File: config.mk
export PLATFORM = sky130hd
export DESIGN_NAME = dcache_port_arbiter
export DESIGN_NICKNAME = d
export VERILOG_FILES = /design/src/rtl/dcache_port_arbiter.sv
export SDC_FILE = /design/constraint.sdc
export NUM_CORES = 1
export LEC_CHECK = 0
export ABC_AREA = 1
export CELL_PAD_IN_SITES_DETAIL_PLACEMENT = 0
export CELL_PAD_IN_SITES_GLOBAL_PLACEMENT = 1
export CORE_ASPECT_RATIO = 1.1
export CORE_MARGIN = 5
export CORE_UTILIZATION = 32
export CTS_BUF_LIST = sky130_fd_sc_hd__clkbuf_4 sky130_fd_sc_hd__clkbuf_8
export DETAILED_ROUTE_END_ITERATION = 8
export PLACE_DENSITY = 0.84
export SYNTH_ARGS = -nofsm -noshare
export SYNTH_HDL_FRONTEND = slang
export SYNTH_SLANG_ARGS = --single-unit
File: constraint.sdc
create_clock -name clk -period 8.6 [get_ports clk]
set_input_delay 1.29 -clock clk [delete_from_list [all_inputs] [get_ports clk]]
set_output_delay 1.29 -clock clk [all_outputs]
set_load 0.05 [all_outputs]
File: src/rtl/dcache_port_arbiter.sv
// dcache_port_arbiter: round-robin share of the dcache request port between EX1 and CACOP-D,
// holding each request until handshake and silently completing flushed memory requests.
module dcache_port_arbiter #(
    parameter int ADDR_W = 32,
    parameter int DATA_W = 32
) (
    input  logic              clk,
    input  logic              rst,
    input  logic              flush,
    input  logic              p_valid,
    input  logic              p_op,
    input  logic [3:0]        p_wstrb,
    input  logic [ADDR_W-1:0] p_addr,
    input  logic [DATA_W-1:0] p_wdata,
    input  logic              p_atom,
    output logic              p_ready,
    output logic              p_resp_valid,
    output logic [DATA_W-1:0] p_rdata,
    input  logic              c_valid,
    input  logic [1:0]        c_type,
    input  logic [ADDR_W-1:0] c_addr,
    output logic              c_ready,
    output logic              c_done,
    output logic              d_rvalid,
    output logic              d_wvalid,
    output logic              d_op,
    output logic [3:0]        d_wstrb,
    output logic [ADDR_W-1:0] d_addr,
    output logic [DATA_W-1:0] d_wdata,
    output logic              d_atom,
    input  logic              d_rready,
    input  logic              d_wready,
    input  logic [DATA_W-1:0] d_rdata,
    output logic              d_cacop_en,
    output logic [1:0]        d_cacop_type,
    output logic [ADDR_W-1:0] d_cacop_addr,
    input  logic              d_cacop_ready,
    input  logic              d_cacop_done
);
    localparam logic [2:0] IDLE     = 3'd0;
    localparam logic [2:0] MEM_WAIT = 3'd1;
    localparam logic [2:0] MEM_DROP = 3'd2;
    localparam logic [2:0] CAC_REQ  = 3'd3;
    localparam logic [2:0] CAC_WAIT = 3'd4;

    logic [2:0]        state_q, state_d;
    logic              last_grant_q, last_grant_d;
    logic              d_rvalid_q, d_rvalid_d, d_wvalid_q, d_wvalid_d;
    logic              d_op_q, d_op_d, d_atom_q, d_atom_d;
    logic [3:0]        d_wstrb_q, d_wstrb_d;
    logic [ADDR_W-1:0] d_addr_q, d_addr_d, d_cacop_addr_q, d_cacop_addr_d;
    logic [DATA_W-1:0] d_wdata_q, d_wdata_d, p_rdata_q, p_rdata_d;
    logic              d_cacop_en_q, d_cacop_en_d;
    logic [1:0]        d_cacop_type_q, d_cacop_type_d;
    logic              p_resp_valid_q, p_resp_valid_d, c_done_q, c_done_d;
    logic              p_elig, grant_p, grant_c, mem_done;

    // last_grant_q = 1 means cacop was granted last, so the pipeline wins the next tie
    assign p_elig   = p_valid & ~flush;
    assign grant_p  = (state_q == IDLE) & p_elig & (~c_valid | last_grant_q);
    assign grant_c  = (state_q == IDLE) & c_valid & (~p_elig | ~last_grant_q);
    assign mem_done = d_rvalid_q ? d_rready : d_wready;

    always_comb begin
        state_d        = state_q;
        last_grant_d   = last_grant_q;
        d_rvalid_d     = d_rvalid_q;
        d_wvalid_d     = d_wvalid_q;
        d_op_d         = d_op_q;
        d_wstrb_d      = d_wstrb_q;
        d_addr_d       = d_addr_q;
        d_wdata_d      = d_wdata_q;
        d_atom_d       = d_atom_q;
        d_cacop_en_d   = d_cacop_en_q;
        d_cacop_type_d = d_cacop_type_q;
        d_cacop_addr_d = d_cacop_addr_q;
        p_resp_valid_d = 1'b0;
        p_rdata_d      = '0;
        c_done_d       = 1'b0;
        if (grant_p) begin
            state_d      = MEM_WAIT;
            last_grant_d = 1'b0;
            d_rvalid_d   = ~p_op;
            d_wvalid_d   = p_op;
            d_op_d       = p_op;
            d_wstrb_d    = p_wstrb;
            d_addr_d     = p_addr;
            d_wdata_d    = p_wdata;
            d_atom_d     = p_atom;
        end else if (grant_c) begin
            state_d        = CAC_REQ;
            last_grant_d   = 1'b1;
            d_cacop_en_d   = 1'b1;
            d_cacop_type_d = c_type;
            d_cacop_addr_d = c_addr;
        end
        if ((state_q == MEM_WAIT || state_q == MEM_DROP) && mem_done) begin
            state_d        = IDLE;
            d_rvalid_d     = 1'b0;
            d_wvalid_d     = 1'b0;
            p_resp_valid_d = (state_q == MEM_WAIT) & ~flush;
            p_rdata_d      = (p_resp_valid_d & ~d_op_q) ? d_rdata : '0;
        end else if (state_q == MEM_WAIT && flush) begin
            state_d = MEM_DROP;
        end
        if (state_q == CAC_REQ && d_cacop_ready) begin
            d_cacop_en_d = 1'b0;
            state_d      = d_cacop_done ? IDLE : CAC_WAIT;
            c_done_d     = d_cacop_done;
        end
        if (state_q == CAC_WAIT && d_cacop_done) begin
            state_d  = IDLE;
            c_done_d = 1'b1;
        end
    end

    always_ff @(posedge clk or posedge rst) begin
        if (rst) begin
            state_q        <= IDLE;
            last_grant_q   <= 1'b1;
            d_rvalid_q     <= 1'b0;
            d_wvalid_q     <= 1'b0;
            d_op_q         <= 1'b0;
            d_wstrb_q      <= '0;
            d_addr_q       <= '0;
            d_wdata_q      <= '0;
            d_atom_q       <= 1'b0;
            d_cacop_en_q   <= 1'b0;
            d_cacop_type_q <= '0;
            d_cacop_addr_q <= '0;
            p_resp_valid_q <= 1'b0;
            p_rdata_q      <= '0;
            c_done_q       <= 1'b0;
        end else begin
            state_q        <= state_d;
            last_grant_q   <= last_grant_d;
            d_rvalid_q     <= d_rvalid_d;
            d_wvalid_q     <= d_wvalid_d;
            d_op_q         <= d_op_d;
            d_wstrb_q      <= d_wstrb_d;
            d_addr_q       <= d_addr_d;
            d_wdata_q      <= d_wdata_d;
            d_atom_q       <= d_atom_d;
            d_cacop_en_q   <= d_cacop_en_d;
            d_cacop_type_q <= d_cacop_type_d;
            d_cacop_addr_q <= d_cacop_addr_d;
            p_resp_valid_q <= p_resp_valid_d;
            p_rdata_q      <= p_rdata_d;
            c_done_q       <= c_done_d;
        end
    end

    // accept strobes are combinational, so gate them to keep every output low during reset
    assign p_ready      = grant_p & ~rst;
    assign c_ready      = grant_c & ~rst;
    assign p_resp_valid = p_resp_valid_q;
    assign p_rdata      = p_rdata_q;
    assign c_done       = c_done_q;
    assign d_rvalid     = d_rvalid_q;
    assign d_wvalid     = d_wvalid_q;
    assign d_op         = d_op_q;
    assign d_wstrb      = d_wstrb_q;
    assign d_addr       = d_addr_q;
    assign d_wdata      = d_wdata_q;
    assign d_atom       = d_atom_q;
    assign d_cacop_en   = d_cacop_en_q;
    assign d_cacop_type = d_cacop_type_q;
    assign d_cacop_addr = d_cacop_addr_q;
endmodule

==> metrics.txt <==
Tot GR Track Use=0.1626; Layout Cells excl Fill=1,112; Most used DFF post-synth=dfrtp_1; Final Hold Fails=0; fraction of registers with async set/reset=1.000; HP Class=register to register; P_leak=4.319 nW; n_diodes=0; detail-routed via count per cell=4.210; DRT iter0 DRCs=271; Synth Register Bits=145; status=completed; critical path class=input pin to output pin; DR vias=4,681; Final setup viols=0; area leader, netlist=dfrtp_1; io pins=288; area delta synth->final=60.72%; Slowest-stage cell, CP=clkdlybuf4s50_1; worst vdd ir=0.2092 mV; syn_nets=724; CTS buffer count=17; Clock Latency Late Sink=0.43 ns; nets@finish=1,006; routed length per instance=15.24 um; Crit path largest cell delay=0.73 ns; Int Pwr=1.861 mW; PortBufs=287; Synth top area share=0.6341; layout cells sized above 1=0.09039; WP buf/inv=4; switching power=1.678 mW; worst hold path cell count=2; core area=0.01761 mm^2; Root Buffer=clkbuf_8; CTS Sinks=145; Critical Path RT=7.31 ns; CTS clock-pin slew for the worst setup and hold paths=0.08 ns; clock tree buffer depth=2; Top Family by Delay on Critical Path=buffers and inverters; vias in the first global route=4,744; cell with the most instances after synthesis=nand2_1; critical-path cell list=clkdlybuf4s50_1, inv_1, nand2_1, nor2_1, nand2_2, buf_4, nor2_1, clkdlybuf4s50_1; PwrDens=387.4 mW/mm^2; Comb pwr share=0.530; largest net degree at the start of global routing=81; CTS tree=yes; Cell Area, Synth=0.005683 mm^2; PostCTS Resize Cnt=0; reg2reg start=state_q[1]; Die Width=137.1 um; Clock Skew=0.01273 ns; number of fill cells=1,656; die area=0.02053 mm^2; H-tree depth=4; antenna-violating nets left=0; CTS Hold Bufs=0; sw frac=0.4742; Seq/Total Area, Yosys=0.6387; final WL=16.95 mm; Die H=149.8 um; R2R depth=10; Placer Congestion=0.7975; worst slew pin tran=1.073 ns; Final TNS setup=0 ns; # Post-CTS Setup Buffers=0; hold wc startpoint=d_cacop_addr[8]; CP Launch Type=input pin; EDFF count, synth=0; Rel. slew slack=0.2836; Avg Synthesized Cell Area=9.815 um^2; drt drc=0; RSZ-0062 raised after global routing=false; Cells after Synth=579; clock network power share=0.171; CP Data Arrival Time=3.51 ns; gr ovfl total=0; Hold EP=d_cacop_addr[8]; std cell rows=51; first-pass GRT wire length=25.69 mm; Max Freq=0.2082 GHz; yosys warns=0; hpwl dp=12.02 mm; initial antenna violation count=0; fin. max-slew vios=0; Synth cell types=21; MaxCap Viol Count=0; synth top area cells=dfrtp_1 (63%), nand2_1 (21%), nor3b_2 (6.6%); CP endpoint kind=output pin; Sequential Power Share=0.299; R2R Path End=d_rvalid; Initial Util=0.3227; R2R Setup Slk=5.97 ns; top cells by count, synth=nand2_1 (323), dfrtp_1 (144), nor3b_2 (30), nor2_1 (15), inv_1 (13); Cells after DPL=1,080; CP Max Fanout=75; first drt pass iteration count=6; fin crit share=0.5584; minimum clock period=4.802 ns
-- cells by family after synthesis --
family	after synthesis	share of synthesized area
AOI/OAI and AO/OA	6	0.005282
DFF	145	0.6387
buffers and inverters	46	0.04932
and+or+nand+nor	382	0.3067
-- final cells by class --
type	count	area, um^2	area share
inverters	18	75.07	0.008219
clock buffers	23	297.8	0.03260
repair buffers	291	2903	0.3178
well taps	238	297.8	0.03260
clock inverters	9	155.1	0.01699
flip-flops and latches	145	3630	0.3974
multi-input cells	388	1775	0.1944
-- power by group through the flow --
stage | sequential, mW | combinational, mW | clock (mW)
final | 1.06 | 1.87 | 0.605
after global placement | 1.07 | 1.89 | 0
after detailed placement | 1.07 | 1.90 | 0
after CTS | 1.06 | 1.90 | 0.626
after floorplan | 1.89 | 0.418 | 0
after global routing | 1.10 | 1.98 | 0.653
-- cells in the final DEF, fill, tap and decap left out, types with 3 or more instances in the layout --
master	n
inv_2	4
nand3_1	6
clkbuf_4	3
clkdlybuf4s50_1	287
buf_4	4
inv_1	12
dfrtp_1	144
nor3b_2	30
nand2_1	322
clkbuf_8	20
nor2_1	15
a21oi_1	3
bufinv_16	4
-- worst max path at each step --
stage,startpoint,to,slack (ns),cells past startpoint
after detailed placement,flush,p_ready,3.76,8
final,flush,p_ready,3.80,8
after global routing,flush,p_ready,3.61,8
after global placement,flush,p_ready,3.77,8
after floorplan,rst,c_done,3.42,1
after CTS,flush,p_ready,3.75,8
-- worst reg2reg max path, cell delays in order (launching register included) --
cell,delay [ns]
dfrtp_1,0.44
inv_2,0.08
nand2_1,0.07
nor2_1,0.13
nand2_2,0.06
buf_4,0.37
inv_2,0.51
buf_4,0.53
nand2_1,0.19
nand2_1,0.09
nor2_1,0.04
-- metal layers --
layer  wire, um  track usage  vias to the layer above
met1       6999       0.1997                     2163
li1           -            -                     2331
met4        285      0.06138                        0
met2       8390       0.2674                      168
met5          0            0                        -
met3       1271      0.05111                       19
-- flip-flops by register name (all words and copies together) (netlist names), 2 cells and up --
register,count
d_addr,32
d_cacop_type,2
d_cacop_addr,32
d_wstrb,4
state_q,3
d_wdata,32
p_rdata,32
-- per-stage QoR --
step	hold WS (ns)	utilization	instance area [um^2]	setup WS (ns)	total power, mW
finish	0.4737	0.5186	9134	3.798	3.539
global route	0.5020	0.5186	9134	3.606	3.731
CTS	0.4770	0.5186	9134	3.751	3.584
detailed placement	0.4570	0.4929	8681	3.762	2.964
global placement	0.4538	0.4929	8681	3.771	2.953
floorplan	0.5233	-	5683	3.417	2.312
(Power assumes the default switching activity.)
